===== config.mk =====
export PLATFORM = sky130hd
export DESIGN_NAME = ibuf_loader
export DESIGN_NICKNAME = d
export VERILOG_FILES = /design/src/rtl/ibuf_loader_pkg.sv /design/src/rtl/ibuf_line_packer.sv /design/src/rtl/ibuf_loader.sv
export SDC_FILE = /design/constraint.sdc
export NUM_CORES = 1
export LEC_CHECK = 0
export BUFFER_PORTS_ARGS = -buffer_cell sky130_fd_sc_hd__buf_2
export CAP_MARGIN = 20
export CORE_MARGIN = 5
export CORE_UTILIZATION = 58
export CTS_BUF_LIST = sky130_fd_sc_hd__clkbuf_4 sky130_fd_sc_hd__clkbuf_8
export CTS_CLUSTER_SIZE = 14
export DETAILED_ROUTE_END_ITERATION = 7
export GPL_ROUTABILITY_DRIVEN = 1
export PLACE_DENSITY = 0.82
export SLEW_MARGIN = 10
export SYNTH_ARGS = -nofsm -noshare
export SYNTH_HDL_FRONTEND = slang
export SYNTH_SLANG_ARGS = --single-unit

===== constraint.sdc =====
create_clock -name clk -period 3.1 [get_ports clk]
set_clock_uncertainty 0.2 [all_clocks]
set_input_delay 0.31 -clock clk [delete_from_list [all_inputs] [get_ports clk]]
set_output_delay 0.31 -clock clk [all_outputs]
set_load 0.01 [all_outputs]

===== src/rtl/ibuf_loader_pkg.sv =====
// Shared definitions for the instruction-buffer loader: geometry, FSM
// encoding and the byte-lane insert helper.
package ibuf_loader_pkg;

   localparam int ADDR_W     = 13;
   localparam int LINE_BYTES = 8;
   localparam int DATA_W     = 8 * LINE_BYTES;
   localparam int CNT_W      = 14;
   localparam int IDX_W      = 3;

   typedef enum logic [1:0] {
      ST_IDLE   = 2'd0,
      ST_FILL   = 2'd1,
      ST_WRITE  = 2'd2,
      ST_FINISH = 2'd3
   } state_t;

   // Little-endian packing: lane idx occupies bits idx*8+7 : idx*8.
   function automatic logic [DATA_W-1:0] lane_insert(
      input logic [DATA_W-1:0] line,
      input logic [IDX_W-1:0]  idx,
      input logic [7:0]        data
   );
      logic [DATA_W-1:0] res;
      res = line;
      res[{idx, 3'b000} +: 8] = data;
      return res;
   endfunction

endpackage


===== src/rtl/ibuf_line_packer.sv =====
// Assembles accepted bytes into one SRAM line and keeps the session's
// running XOR checksum.
module ibuf_line_packer
   import ibuf_loader_pkg::*;
(
   input  logic              clk,
   input  logic              rst,
   input  logic              clear,
   input  logic              accept,
   input  logic [7:0]        data,
   output logic              line_full,
   output logic [DATA_W-1:0] line,
   output logic [7:0]        csum
);

   logic [IDX_W-1:0]  idx_r;
   logic [DATA_W-1:0] line_r;
   logic [7:0]        csum_r;

   // Byte index, lane-insert shift register and checksum accumulation
   always_ff @(posedge clk) begin
      if (!rst) begin
         idx_r  <= {IDX_W{1'b0}};
         line_r <= {DATA_W{1'b0}};
         csum_r <= 8'h00;
      end else if (clear) begin
         idx_r  <= {IDX_W{1'b0}};
         line_r <= {DATA_W{1'b0}};
         csum_r <= 8'h00;
      end else if (accept) begin
         // the index wraps to 0 naturally after lane 7
         idx_r  <= idx_r + {{(IDX_W-1){1'b0}}, 1'b1};
         line_r <= lane_insert(line_r, idx_r, data);
         csum_r <= csum_r ^ data;
      end else begin
         idx_r  <= idx_r;
         line_r <= line_r;
         csum_r <= csum_r;
      end
   end

   assign line_full = (idx_r == {IDX_W{1'b1}});
   assign line      = line_r;
   assign csum      = csum_r;

endmodule


===== src/rtl/ibuf_loader.sv =====
// Write-side initiator for the IFU instruction buffer: packs a byte stream
// into 64-bit lines and writes one line per strobe while holding busy.
module ibuf_loader
   import ibuf_loader_pkg::*;
(
   input  logic              clk,
   input  logic              rst,
   input  logic              load_start,
   input  logic [ADDR_W-1:0] base_addr,
   input  logic [CNT_W-1:0]  line_cnt,
   input  logic              abort,
   input  logic              byte_vld,
   input  logic [7:0]        byte_data,
   output logic              byte_rdy,
   output logic              wr_H_rd_L,
   output logic [ADDR_W-1:0] wraddr,
   output logic [DATA_W-1:0] wrdata,
   output logic              busy,
   output logic              done,
   output logic              err,
   output logic [7:0]        csum
);

   state_t            state_r;
   logic [ADDR_W-1:0] cur_addr_r;
   logic [CNT_W-1:0]  remaining_r;
   logic              hs_s;
   logic              clear_s;
   logic              accept_s;
   logic              line_full_s;
   logic [DATA_W-1:0] line_s;

   assign byte_rdy = (state_r == ST_FILL);
   assign hs_s     = byte_vld & byte_rdy;
   assign clear_s  = (state_r == ST_IDLE) & load_start & (line_cnt != {CNT_W{1'b0}});
   // a byte handshaking alongside abort is consumed but never accumulated
   assign accept_s = hs_s & ~abort;

   ibuf_line_packer u_packer (
      .clk       (clk),
      .rst       (rst),
      .clear     (clear_s),
      .accept    (accept_s),
      .data      (byte_data),
      .line_full (line_full_s),
      .line      (line_s),
      .csum      (csum)
   );

   // Session FSM with registered strobes, address and line counters
   always_ff @(posedge clk) begin
      if (!rst) begin
         state_r     <= ST_IDLE;
         cur_addr_r  <= {ADDR_W{1'b0}};
         remaining_r <= {CNT_W{1'b0}};
         wr_H_rd_L   <= 1'b0;
         wraddr      <= {ADDR_W{1'b0}};
         wrdata      <= {DATA_W{1'b0}};
         busy        <= 1'b0;
         done        <= 1'b0;
         err         <= 1'b0;
      end else begin
         wr_H_rd_L <= 1'b0;
         done      <= 1'b0;
         err       <= 1'b0;
         case (state_r)
            ST_IDLE: begin
               busy <= 1'b0;
               if (load_start) begin
                  if (line_cnt != {CNT_W{1'b0}}) begin
                     cur_addr_r  <= base_addr;
                     remaining_r <= line_cnt;
                     busy        <= 1'b1;
                     state_r     <= ST_FILL;
                  end else begin
                     done <= 1'b1;
                  end
               end
            end
            ST_FILL: begin
               if (abort) begin
                  err     <= 1'b1;
                  busy    <= 1'b0;
                  state_r <= ST_IDLE;
               end else if (hs_s && line_full_s) begin
                  wrdata    <= lane_insert(line_s, {IDX_W{1'b1}}, byte_data);
                  wraddr    <= cur_addr_r;
                  wr_H_rd_L <= 1'b1;
                  state_r   <= ST_WRITE;
               end
            end
            ST_WRITE: begin
               // address wraps modulo 2^ADDR_W
               cur_addr_r  <= cur_addr_r + {{(ADDR_W-1){1'b0}}, 1'b1};
               remaining_r <= remaining_r - {{(CNT_W-1){1'b0}}, 1'b1};
               if (remaining_r == {{(CNT_W-1){1'b0}}, 1'b1}) begin
                  done    <= 1'b1;
                  state_r <= ST_FINISH;
               end else begin
                  state_r <= ST_FILL;
               end
            end
            ST_FINISH: begin
               busy    <= 1'b0;
               state_r <= ST_IDLE;
            end
            default: begin
               busy    <= 1'b0;
               state_r <= ST_IDLE;
            end
         endcase
      end
   end

endmodule

==> results of run 1 <==
-- layer usage --
| layer | global-route usage | routed length, µm |
|---|---|---|
| met2 | 0.373 | 8410 |
| met4 | 0.122 | 691 |
| met1 | 0.350 | 8280 |
| met5 | 0 | 0 |
| met3 | 0.0521 | 1240 |
-- cell families after synthesis --
logic type | count (synthesis) | synth area share
AOI/OAI and AO/OA | 181 | 0.156
xor gates and xnor gates | 9 | 0.0108
DFF | 177 | 0.484
and+or+nand+nor | 351 | 0.213
buffers and inverters | 82 | 0.0503
muxes | 52 | 0.0713
adders and majority gates | 8 | 0.0137
-- layout make-up --
type | instances | share of cell area
Inverter | 14 | 0.00611
Clock inverter | 11 | 0.0180
Clock buffer | 20 | 0.0313
Multi-Input combinational cell | 601 | 0.398
Timing Repair Buffer | 160 | 0.109
Tap cell | 172 | 0.0250
Antenna cell | 1 | 0.000291
Sequential cell | 177 | 0.412
-- timing repair --
action,CTS,global route
endpoints found under the hold margin,14,0
endpoints found under the setup margin,0,0
gates resized for setup,0,0
hold buffers,14,0
-- power groups by stage --
stage / sequential (mW) / combinational, mW / clock [mW]
after floorplan: 2.38 / 0.190 / 0
after global placement: 2.39 / 0.274 / 0
after detailed placement: 2.39 / 0.277 / 0
after CTS: 2.34 / 0.292 / 1.70
after global routing: 2.35 / 0.324 / 1.80
final: 2.34 / 0.298 / 1.68
-- flip-flops by register name, summed over array words and instances (netlist names), 2 cells and up --
name,cells
state_r,2
u_packer.csum,8
wrdata,64
remaining_r,14
u_packer.line,56
cur_addr_r,13
u_packer.idx_r,3
wraddr,13
-- critical path, cell delays in order, from the launching register on --
cell and delay, ps:
dfxtp_1 510, inv_1 80, ha_1 230, ha_1 380
nor2b_1 330, and4b_1 550, mux2i_1 250, nor2_1 70
-- layout by cell type, fill, tap and decap left out, drive strengths merged, types with 9 or more instances in the layout --
master,instances
dlygate4sd3,14
a31oi,15
inv,16
nor2,77
buf,146
o21ai,11
nand2,201
nand4,9
a21oi,95
nand2b,12
dfxtp,177
mux2i,51
clkbuf,20
-- path summary, 6_finish.rpt --
kind / end / slack [ps] / cells past startpoint / from
max: u_packer.line[26]$_SDFFE_PP0P_ / 390 / 7 / u_packer.idx_r[0]$_SDFFE_PP0P_
min: cur_addr_r[3]$_SDFFE_PN0P_ / 20 / 3 / base_addr[3]
max reg2reg: u_packer.line[26]$_SDFFE_PP0P_ / 390 / 7 / u_packer.idx_r[0]$_SDFFE_PP0P_
min reg2reg: wrdata[55]$_SDFFE_PN0P_ / 250 / 2 / wrdata[55]$_SDFFE_PN0P_
-- metrics by stage --
stage / instances / util / hold WS (ps) / worst slack [ps]
6_report: 1156 / 0.687 / 19.2 / 387
5_1_grt: 1156 / 0.687 / 19.4 / 163
4_1_cts: 1155 / 0.687 / 0.483 / 387
3_5_place_dp: 1110 / 0.642 / 244 / 406
3_3_place_gp: 1110 / 0.642 / 238 / 511
2_1_floorplan: 860 / - / 231 / 679
==> flow_summary.ini, run 1 <==
[sta]
fin_crit_sh = 0.875
drv_slew = 0
fin_crit_ps = 2710
max_slew_margin = 0.471
rsz0062_at_grt = false
max_freq_mhz = 369
finalHoldViolCount = 0
tns_ps = 0
setup_viol = 0
worst_pin_slew_ps = 792

[critical_path]
arrival_ps = 2860
worstSetupPathType = flop to flop
end_kind = flop
worst_ep_required_time_ps = 3250
crit_path_start_kind = flop
path_max_fanout = 10

[finish]
fin_nets = 1019
multiInputGateArea_mm2 = 0.00342
fin_area_mm2 = 0.00860
area_growth_pct = 17.5
drive_gt1_frac = 0.209
seq_area_mm2 = 0.00354
fillCellCount = 1045

[logic_synthesis]
synth-edff-count = 0
synth_area_leaders = dfxtp_1 (48%), nand2_1 (10%), mux2i_1 (7.0%)
synth_cell_type_count = 64
yosysMostFrequentCell = nand2_1
synth_common_cells = nand2_1 (201), dfxtp_1 (177), a21oi_1 (95)
synth_top_area_share = 0.484
syn_nets = 908
synth_seq_cells = 177
avgSynthCellArea_um2 = 8.51
async_flop_share = 0
synth_flop_cell = dfxtp_1
synth_area_mm2 = 0.00732
yosysWarnings = 0
netlist_instances = 860
yosys.area.top_type = dfxtp_1
ys_seq_area_frac = 0.484

[clock_network]
cts_sinks = 177
cts_setup_buffers = 0
cts-root-buf = clkbuf_8
htreeDepth = 4
cts_buffer_depth = 2
clk_pin_slew_worst_paths_ps = 90
cts_inserted_buffers = 17
worst_skew_pair.late_latency_ps = 460
cts_tree = done

[power_and_ir_drop]
intPower_mw = 3.27
clkPwrFrac = 0.389
power_frac_seq = 0.542
p_switching_mw = 1.05
p_comb_frac = 0.069
power_mw = 4.32
power_leakage_nw = 3.56
ir_drop_v = 0.000351
swShare = 0.243
power.density_mw_per_mm2 = 503

[global_route]
grt_pass1_vias = 6119
grt.total_usage = 0.252
grt_antenna_before_repair = 1
grt_max_degree = 68
grt_pass1_wl_um = 30000
overflow = 0

[place]
port_buffers = 129
gp_congestion = 0.911
dp_hpwl_um = 12100
dpl-instance-area_mm2 = 0.00803

[floorplan]
die-height_um = 122
placementRows = 41
dieArea_mm2 = 0.0150
io-pin-count = 130
coreArea_mm2 = 0.0125
initial_core_util = 0.585
die_x_um = 122

[hold_path]
hold_path.class = primary input to flop

[route]
drt_pre_antenna_iters = 5
antenna_left = 0
wirelength_um = 18600
dr.first_iter.drc_count = 563
via_count = 6518
via_per_inst = 5.64
drcViolationCount = 0
avgRoutedWirePerCell_um = 16.1

[flow_run]
maxCapViolCount = 0

[run_status]
run_status = completed
No activity file was read; power rests on OpenSTA's default activity.
==> inputs of run 2 (changes only) <==
--- a/config.mk
+++ b/config.mk
@@ -14,6 +14,7 @@
 export DETAILED_ROUTE_END_ITERATION = 7
 export GPL_ROUTABILITY_DRIVEN = 1
 export PLACE_DENSITY = 0.82
+export SETUP_SLACK_MARGIN = 0.5
 export SLEW_MARGIN = 10
 export SYNTH_ARGS = -nofsm -noshare
 export SYNTH_HDL_FRONTEND = slang
==> run 2 against run 1 <==
Net effect: routed wire length about the same; largest power group unchanged; clock power about the same; highest routed layer unchanged; critical path type is now primary input to flop; total power about the same; final area up 0.19%.
==> flow_summary.ini, run 2 (synthesis gave the netlist of run 1 again) <==
[run_status]
run_status = completed

[critical_path]
worst_ep_required_time_ps = 3320
cp.depth = 7
path_max_fanout = 12
r2r_setup_slack_ps = 670
r2r_start = u_packer.idx_r[0]$_SDFFE_PP0P_
crit_path_max_incr_delay_ps = 550
worstSetupPathType = primary input to flop
r2r_cells = 7
crit_path_start_kind = primary input
cp_slowest_cell = dlygate4sd3_1
rr_endpoint = u_packer.line[35]$_SDFFE_PP0P_
arrival_ps = 2680
startpoint = line_cnt[11]
endpoint = cur_addr_r[7]$_SDFFE_PN0P_
end_kind = flop
cp_top_family = buffers and inverters
worstPathCellList = dlygate4sd3_1, buf_2, nor4_2, nand4_1, buf_4, a311oi_1, a31o_2
timing.critical_path.buf_inv = 3

[floorplan]
placementRows = 41
coreArea_mm2 = 0.0125
die-height_um = 122
initial_core_util = 0.585
dieArea_mm2 = 0.0150
die_x_um = 122
io-pin-count = 130

[finish]
fin_area_mm2 = 0.00861
largest_register_ffs = 64
fin_cells = 1157
area_growth_pct = 17.7
fin_nets = 1020
largest_register = wrdata
layout_commonest_cell = nand2_1
drive_gt1_frac = 0.213
mostFrequentLayoutCells = nand2_1 (200), dfxtp_1 (176), buf_2 (129)

[place]
gp_congestion = 0.911
dpl-instance-area_mm2 = 0.00803
dp_hpwl_um = 12100
port_buffers = 129
place_inst = 1110

[flow_run]
maxCapViolCount = 0

[global_route]
met3_usage = 0.0521
use_met1 = 0.350
overflow = 0
grt.total_usage = 0.252
grt_antenna_before_repair = 1
use_met2 = 0.373
top_usage_layer = met2
grt_max_degree = 68
grt_pass1_vias = 6119
grt_pass1_wl_um = 30000

[route]
drcViolationCount = 0
avgRoutedWirePerCell_um = 16.1
wirelength_um = 18600
dr.first_iter.drc_count = 626
via_per_inst = 5.63
drt_pre_antenna_iters = 5
antenna_left = 0
via_count = 6510

[sta]
tns_ps = 0
max_slew_margin = 0.476
fin_crit_ps = 2470
finalHoldViolCount = 0
worst_pin_slew_ps = 784
rsz0062_at_grt = false
fin_crit_sh = 0.796
max_freq_mhz = 405
drv_slew = 0
setup_viol = 0

[power_and_ir_drop]
ir_drop_v = 0.000352
power.density_mw_per_mm2 = 502
power_leakage_nw = 3.57

[clock_network]
cts_inserted_buffers = 17
cts-root-buf = clkbuf_8
worst_skew_pair.late_latency_ps = 460
htreeDepth = 4
cts_sinks = 177
cts_buffer_depth = 2
cts_tree = done
clk_pin_slew_worst_paths_ps = 90

[hold_path]
hold_path.class = primary input to flop
-- run 2: changes by cell type in the layout (fill, tap and decap cells not counted) --
cell	previous run	this run
and4b_1	2	0
and4b_2	0	1
and4b_4	0	1
buf_4	15	16
dfxtp_1	177	176
dfxtp_2	0	1
nor2b_1	3	2
nor2b_2	0	1
-- run 2: layout make-up --
class / instances / area, µm²
clock buffers: 20 / 269
multi-input cells: 601 / 3430
inverters: 14 / 52.6
diodes: 1 / 2.50
well taps: 172 / 215
repair buffers: 161 / 946
clock inverters: 11 / 155
fillers: 1045 / 3900
flip-flops and latches: 177 / 3540
-- run 2: report_power, final --
| part | switching (mW) | internal (mW) |
|---|---|---|
| logic | 0.183 | 0.115 |
| registers | 0.0386 | 2.30 |
| clock network | 0.829 | 0.852 |
| total | 1.05 | 3.27 |
-- run 2: what timing repair did --
action,CTS,global route
gates resized for setup,2,3
cloned,0,0
hold endpoints to repair,14,0
hold buffers,14,0
buffers inserted,0,1
pin swaps,0,1
setup endpoints to repair,16,40
-- run 2: worst min path at each step --
stage	from	endpoint	depth (start not counted)
after detailed placement	u_packer.line[15]$_SDFFE_PP0P_	wrdata[15]$_SDFFE_PN0P_	2
after global routing	byte_data[6]	u_packer.line[14]$_SDFFE_PP0P_	3
after global placement	u_packer.line[15]$_SDFFE_PP0P_	wrdata[15]$_SDFFE_PN0P_	2
final	base_addr[3]	cur_addr_r[3]$_SDFFE_PN0P_	3
after floorplan	u_packer.line[24]$_SDFFE_PP0P_	wrdata[24]$_SDFFE_PN0P_	2
after CTS	base_addr[3]	cur_addr_r[3]$_SDFFE_PN0P_	3
-- run 2: worst register-to-register path, delay by kind of cell (launching register included) --
kind | cells | cell delay [ps]
adders and majority gates | 2 | 600
DFF | 1 | 440
muxes | 1 | 240
and+or+nand+nor | 3 | 770
buffers and inverters | 1 | 70
-- run 2: through the flow --
| stage | hold WS, ps | power (mW) | util | setup WS (ps) |
|---|---|---|---|---|
| after floorplan | 231 | 2.57 | - | 679 |
| after global placement | 238 | 2.67 | 0.642 | 511 |
| after detailed placement | 244 | 2.67 | 0.642 | 406 |
| after CTS | 0.483 | 4.33 | 0.687 | 514 |
| after global routing | 19.4 | 4.47 | 0.688 | 494 |
| final | 16.3 | 4.32 | 0.688 | 631 |
-- run 2: metal layers --
layer / part of all wire / wire (µm)
met1: 0.45 / 8330
met2: 0.45 / 8390
met3: 0.068 / 1270
met4: 0.034 / 641
met5: 0 / 0
